==> src/rtl/logic_unit_pipe_if.sv <==
// Handshake bundle for logic_unit_pipe: operand side (in_*), result side (out_*)
// and the pipeline-occupancy status bit.
interface logic_unit_pipe_if #(
   parameter int WIDTH = 64
);
   logic             in_valid;
   logic             in_ready;
   logic [WIDTH-1:0] in_a;
   logic [WIDTH-1:0] in_b;
   logic [1:0]       in_op;
   logic             out_valid;
   logic             out_ready;
   logic [WIDTH-1:0] out_res;
   logic             out_zf;
   logic             out_sf;
   logic             busy;

   modport master (
      output in_valid, in_a, in_b, in_op, out_ready,
      input  in_ready, out_valid, out_res, out_zf, out_sf, busy
   );

   modport slave (
      input  in_valid, in_a, in_b, in_op, out_ready,
      output in_ready, out_valid, out_res, out_zf, out_sf, busy
   );
endinterface

==> src/rtl/logic_unit_pipe.sv <==
// Pipelined AND/OR/XOR/ANDN unit with ZF/SF generation. STAGES-deep valid/ready
// pipe with bubble collapse; results leave strictly in acceptance order.
module logic_unit_pipe #(
   parameter int WIDTH  = 64,
   parameter int STAGES = 2
) (
   input logic              clk,
   input logic              rst,
   logic_unit_pipe_if.slave bus
);
   typedef enum logic [1:0] {
      OP_AND  = 2'b00,
      OP_OR   = 2'b01,
      OP_XOR  = 2'b10,
      OP_ANDN = 2'b11
   } op_e;

   logic [WIDTH-1:0]  w_res;
   logic              w_zf;
   logic              w_sf;
   logic [STAGES-1:0] w_load;

   logic [STAGES-1:0] r_valid;
   logic [STAGES-1:0] r_zf;
   logic [STAGES-1:0] r_sf;
   logic [WIDTH-1:0]  r_res [STAGES];

   // NOTE: every variable written in always_comb gets a default first, so no path leaves it unassigned (no latch).
   always_comb begin
      w_res = '0;
      case (op_e'(bus.in_op))
         OP_AND:  w_res = bus.in_a & bus.in_b;
         OP_OR:   w_res = bus.in_a | bus.in_b;
         OP_XOR:  w_res = bus.in_a ^ bus.in_b;
         OP_ANDN: w_res = bus.in_a & ~bus.in_b;
      endcase
      w_zf = (w_res == '0);
      w_sf = w_res[WIDTH-1];
   end

   // A stage loads when it is empty or its own content moves on; evaluating from the
   // output backwards lets a bubble anywhere pull everything upstream of it forward.
   always_comb begin
      w_load             = '0;
      w_load[STAGES-1]   = !r_valid[STAGES-1] || bus.out_ready;
      for (int k = STAGES - 2; k >= 0; k--) begin
         w_load[k] = !r_valid[k] || w_load[k+1];
      end
   end

   // NOTE: sequential state uses <= so each stage samples its neighbour's pre-edge value.
   always_ff @(posedge clk or posedge rst) begin
      if (rst) begin
         r_valid <= '0;
         r_zf    <= '0;
         r_sf    <= '0;
         // NOTE: the stage data is reset as well because the result port must read zero straight out of reset.
         for (int k = 0; k < STAGES; k++) begin
            r_res[k] <= '0;
         end
      end else begin
         if (w_load[0]) begin
            r_valid[0] <= bus.in_valid;
            if (bus.in_valid) begin
               r_res[0] <= w_res;
               r_zf[0]  <= w_zf;
               r_sf[0]  <= w_sf;
            end
         end
         for (int k = 1; k < STAGES; k++) begin
            if (w_load[k]) begin
               r_valid[k] <= r_valid[k-1];
               if (r_valid[k-1]) begin
                  r_res[k] <= r_res[k-1];
                  r_zf[k]  <= r_zf[k-1];
                  r_sf[k]  <= r_sf[k-1];
               end
            end
         end
      end
   end

   assign bus.in_ready  = w_load[0];
   assign bus.out_valid = r_valid[STAGES-1];
   assign bus.out_res   = r_res[STAGES-1];
   assign bus.out_zf    = r_zf[STAGES-1];
   assign bus.out_sf    = r_sf[STAGES-1];
   assign bus.busy      = |r_valid;
endmodule
==> src/flat_wrapper.sv <==
// flat-port wrapper written by rule: the top's interface ports become plain ports
module logic_unit_pipe_flat 
#(
   parameter int WIDTH  = 64,
   parameter int STAGES = 2
)
  (clk, rst, bus_in_valid, bus_in_a, bus_in_b, bus_in_op, bus_out_ready, bus_in_ready, bus_out_valid, bus_out_res, bus_out_zf, bus_out_sf, bus_busy);
  logic_unit_pipe_if #(.WIDTH(WIDTH)) bus_i ();
  input logic clk;
  input logic rst;
  input wire logic [$bits(bus_i.in_valid)-1:0] bus_in_valid;
  input wire logic [$bits(bus_i.in_a)-1:0] bus_in_a;
  input wire logic [$bits(bus_i.in_b)-1:0] bus_in_b;
  input wire logic [$bits(bus_i.in_op)-1:0] bus_in_op;
  input wire logic [$bits(bus_i.out_ready)-1:0] bus_out_ready;
  output wire logic [$bits(bus_i.in_ready)-1:0] bus_in_ready;
  output wire logic [$bits(bus_i.out_valid)-1:0] bus_out_valid;
  output wire logic [$bits(bus_i.out_res)-1:0] bus_out_res;
  output wire logic [$bits(bus_i.out_zf)-1:0] bus_out_zf;
  output wire logic [$bits(bus_i.out_sf)-1:0] bus_out_sf;
  output wire logic [$bits(bus_i.busy)-1:0] bus_busy;
  assign bus_i.in_valid = bus_in_valid;
  assign bus_i.in_a = bus_in_a;
  assign bus_i.in_b = bus_in_b;
  assign bus_i.in_op = bus_in_op;
  assign bus_i.out_ready = bus_out_ready;
  assign bus_in_ready = bus_i.in_ready;
  assign bus_out_valid = bus_i.out_valid;
  assign bus_out_res = bus_i.out_res;
  assign bus_out_zf = bus_i.out_zf;
  assign bus_out_sf = bus_i.out_sf;
  assign bus_busy = bus_i.busy;
  logic_unit_pipe #(.WIDTH(WIDTH), .STAGES(STAGES)) u_core (.clk(clk), .rst(rst), .bus(bus_i));
endmodule
==> config.mk <==
export PLATFORM = sky130hd
export DESIGN_NAME = logic_unit_pipe_flat
export DESIGN_NICKNAME = d
export VERILOG_FILES = /design/src/rtl/logic_unit_pipe_if.sv /design/src/rtl/logic_unit_pipe.sv /design/src/flat_wrapper.sv
export SDC_FILE = /design/constraint.sdc
export NUM_CORES = 1
export LEC_CHECK = 0
export ABC_AREA = 1
export CORE_MARGIN = 2
export CORE_UTILIZATION = 30
export CTS_BUF_LIST = sky130_fd_sc_hd__clkbuf_4 sky130_fd_sc_hd__clkbuf_8 sky130_fd_sc_hd__clkbuf_16
export DETAILED_ROUTE_END_ITERATION = 8
export PLACE_DENSITY = 0.62
export SYNTH_ARGS = -nofsm -noshare
export SYNTH_HDL_FRONTEND = slang
export SYNTH_SLANG_ARGS = --single-unit
==> constraint.sdc <==
create_clock -name clk -period 4.9 [get_ports clk]
set_input_delay 0.98 -clock clk [delete_from_list [all_inputs] [get_ports clk]]
set_output_delay 0.98 -clock clk [all_outputs]
set_load 0.02 [all_outputs]
Word-level counts from Yosys, hierarchy flattened
Index checks and enable logic that the tools add are counted.
{ "totals": {"ram_bits": 0, "memories": 0, "elab_cells": 26, "ff_bits": 134, "latch_bits": 0, "romBits": 0} }
{ "op_classes": {"reduce_logical": 9, "order_cmp": 0, "addsub": 0, "shifts": 0, "bitwise": 5, "mul": 0, "eq_ne": 3, "n_mux": 1, "div": 0} }
{ "ops": {"columns": ["cell", "count"], "rows": [
  ["$pmux W64 S4", 1],
  ["$and A64 B64 Y64", 2],
  ["$logic_not A64 Y1", 1],
  ["$not A64 Y64", 1],
  ["$or A64 B64 Y64", 1],
  ["$xor A64 B64 Y64", 1],
  ["$eq A2 B2 Y1 const B", 2],
  ["$reduce_and A2 Y1", 2],
  ["$eq A2 B1 Y1 const B", 1],
  ["$logic_not A1 Y1", 2],
  ["$logic_not A2 Y1", 1],
  ["$logic_or A1 B1 Y1", 2],
  ["$reduce_or A2 Y1", 1]
]} }

Logic depth before layout (Yosys ltp)
{ "depth": {"word_depth": 4, "depth_mapped": 15} }

Least setup slack after synthesis
No wires, ideal clock.
{ "synth_timing": {"path_type": "in2reg", "from": "in bus_in_op[0]", "to": "reg u_core.r_zf[0]", "arrival_ns": 2.282, "setup_ns": 0.066, "path_slack_ns": 2.552, "path_stages": 14, "path_cell_list": "inv_1 ha_1 buf_6 inv_2 buf_6 buf_4 o211ai_1 nand2_1 nand2_1 nor2_1 nand2_1 nor2_1 nand3_1 nand2_1"} }
{ "synth_via": {"elab_chain_len": 3, "elab_cells_between_ends": 6, "classes_between": "eq/ne (3); mux (1); reduce/logical (2)"} }
{ "synth_rtl": {"columns": ["item", "line_no", "rtl"], "rows": [
  ["start: declaration", "flat_wrapper.sv:14", "input wire logic [$bits(bus_i.in_op)-1:0] bus_in_op;"],
  ["$eq A2 B2 Y1, or another cell as far along", "logic_unit_pipe.sv:31", "case (op_e'(bus.in_op))"],
  ["$pmux W64 S4 *", "logic_unit_pipe.sv:31", null],
  ["$logic_not A64 Y1 *", "logic_unit_pipe.sv:37", "w_zf = (w_res == '0);"],
  ["end signal: assignment", "logic_unit_pipe.sv:66", "r_zf[0] <= w_zf;"],
  ["end signal: indexed assignment", "logic_unit_pipe.sv:75", "r_zf[k] <= r_zf[k-1];"],
  ["end: declaration", "logic_unit_pipe.sv:24", "logic [STAGES-1:0] r_zf;"]
]} }
Mark *: on every way between the ends. The rest lies on a longest branch, timed or not.
A chain may end at the register's enable or synchronous reset.

Final worst setup path
Same ends and word-level chain as after synthesis.

==> impl_metrics.tcl <==
set metrics [dict create \
    status "finished clean" \
    path_buf_inv 2 \
    antenna_found_initial 0 \
    cts_root_buffer "clkbuf_16" \
    holdBufCountCts 0 \
    fmax_ghz 0.302 \
    netlist_area_mm2 0.00937 \
    place_ws_ns 1.12 \
    final.setup.worst_slack_ns 1.59 \
    vias 8575 \
    yosysWarningCount 0 \
    worstPathArrival_ns 3.67 \
    crit_path_max_fanout 42 \
    grt_overflow 0 \
    power_leakage_nw 5.98 \
    grt_max_degree 85 \
    htree_levels 4 \
    mostFrequentLayoutCells "526 x nand2_1, 202 x clkdlybuf4s50_1, 192 x inv_1" \
    powerDensity_mw_per_mm2 367 \
    synth_top_area_share_pct 35.2 \
    crit_type "primary input to flip-flop" \
    final_common_cell "nand2_1" \
    dr.pass1.iters 5 \
    slew_violations 0 \
    fin_skew_ns 0.0111 \
    regArea_mm2 0.00330 \
    cts_resized 0 \
    dieArea_mm2 0.0327 \
    slowest_stage "ha_2" \
    numCtsBuffers 17 \
    nets 1625 \
    finalSetupViolations 0 \
    core_area_mm2 0.0307 \
    fin_crit_sh_pct 67.6 \
    wl_um 28500 \
    syn_nets 1522 \
    dp_hpwl_um 20400 \
    layout_min_cycle_time_ns 3.31 \
    die_h_um 181 \
    hold_class "flip-flop to flip-flop" \
    gp_congestion 0.836 \
    syn_area_per_cell_um2 7.09 \
    syn_to_final_growth_pct 25.4 \
    port_buffers 202 \
    required_ns 5.26 \
    grt_pass1_vias 8217 \
    num_antenna_cells 0 \
    ys_seq_area_share_pct 35.2 \
    finalSetupTns_ns 0 \
    syn_inst 1321 \
    drt_iter0_drc 600 \
    die_x_um 181 \
    ys_ff_latch 132 \
    start_util_pct 30.6 \
    slew-limit-headroom_pct 45.6 \
    slowest_delay_ns 0.55 \
    cts_tree "yes" \
    std_cell_rows 64 \
    routedWlPerCell_um 15.5 \
    multi_input_area_mm2 0.00448 \
    clk_latency_ns 0.43 \
    end_kind "flip-flop" \
    clock_sinks 132 \
    final_cell_area_mm2 0.0118 \
    worstMarginPinSlew_ns 0.816 \
    yosysTopAreaCell "dfrtp_1" \
    maxCapViolations 0 \
    grt_pass1_wl_um 45100 \
    ir_drop_uv 229 \
    drt-vias-per-instance 4.68 \
    num-fill-cells 3144 \
    start_kind "primary input" \
    cp_common_cell "nand2_1" \
    cpLargestDelayFamily "buffers and inverters" \
    dpl_cell_area_mm2 0.0112 \
    clockBufferDepth 2 \
    clkTransAtPathRegs_ns 0.06 \
    utilization_pct 38.3 \
    rsz0062_at_grt "no" \
    drtAntennaViolNets 0 \
    hold_viol_final 0 \
    drive_above_1_share_pct 5.98 \
    ys_types 21 \
    grtUsageTotal_pct 17.5 \
    ios 203 \
    drc_errors 0 \
    post-cts-setup-buffers 0 \
    path_cells "clkdlybuf4s50_1 -> ha_2 -> buf_4 -> nand2_1 -> nand3_1 -> nand2_1 -> nand2_1 -> nand2_1 -> nor2_1 -> nand2_1 -> nor2_1 -> nand3_1 -> nand2_1" \
    synth_area_leaders "dfrtp_1 35%, nand2_1 21%, ha_1 8.9%" \
]
final timing paths:
path,startpoint,to,slack [ns],depth (start not counted)
worst max-delay path,bus_in_op[0],u_core.r_zf[0],1.59,13
worst min-delay path,u_core.r_res[80],u_core.r_res[80],0.48,2
worst max register to register,u_core.r_valid[0],u_core.r_res[95],3.00,6
worst min register to register,u_core.r_res[80],u_core.r_res[80],0.48,2
max in group asynchronous,rst,u_core.r_zf[1],2.92,3
min in group asynchronous,rst,u_core.bus.out_res[36],1.09,2
stage by stage:
stage               hold WS, ns  std cells  power, mW
floorplan                 0.445       1321       2.56
global placement          0.465       1801       2.99
detailed placement        0.470       1801       3.02
CTS                       0.486       1833       4.36
global route              0.511       1833       4.57
finish                    0.481       1833       4.31
tightest hold or removal path, cell delays in order, from the launching register on:
cell and delay [ns]:
dfrtp_1 0.34, nand2_1 0.05, o21ai_0 0.06
cell type report:
| class | instances | area share [%] |
|---|---|---|
| sequential | 132 | 28.1 |
| tap | 396 | 4.22 |
| timing repair buffer | 213 | 18.1 |
| clock inverter | 13 | 1.27 |
| multi-input combinational | 863 | 38.2 |
| inverter | 197 | 6.33 |
| clock buffer | 19 | 3.80 |
synthesized netlist by cell type:
| cell type | instances |
|---|---|
| nand2_1 | 528 |
| inv_1 | 194 |
| dfrtp_1 | 132 |
| o21ai_0 | 103 |
| buf_4 | 74 |
| ha_1 | 67 |
| nand3_1 | 34 |
| nor2_1 | 33 |
| mux2_2 | 32 |
| buf_2 | 30 |
| o211ai_1 | 30 |
| nand3b_1 | 23 |
| clkbuf_1 | 16 |
| buf_6 | 8 |
| nand4_1 | 8 |
| inv_2 | 3 |
| o21ai_1 | 2 |
| a21oi_1 | 1 |
| buf_1 | 1 |
| nand3_2 | 1 |
| or2_2 | 1 |
routing by layer:
layer  wire (µm)  up-vias  track usage, %  share of wire, %
li1            -     4217               -                 -
met1       13000     4016            23.6                46
met2       13300      317            29.0                47
met5           0        -               0                 0
met3        1930       25            3.27               6.8
met4         330        0            4.03               1.2
registers in the layout, indices dropped and copies added, names as in the netlist:
| signal | count |
|---|---|
| u_core.r_valid | 2 |
| u_core.r_sf | 2 |
| u_core.r_res | 63 |
| u_core.r_zf | 2 |
| u_core.bus.out_res | 63 |
kinds of logic after synthesis:
group / synth area share, %
flops: 35.2
fa+ha+maj: 8.95
mux: 3.85
compound gates: 8.06
simple gates: 26.8
buf+inv: 17.1
report_power, final:
group | leakage (nW) | total [mW] | switching [mW] | internal [mW]
registers | 1.69 | 1.50 | 0.147 | 1.36
logic | 4.01 | 1.48 | 0.806 | 0.672
clock network | 0.284 | 1.33 | 0.549 | 0.776
total | 5.98 | 4.31 | 1.50 | 2.81
(Power assumes the default switching activity.)
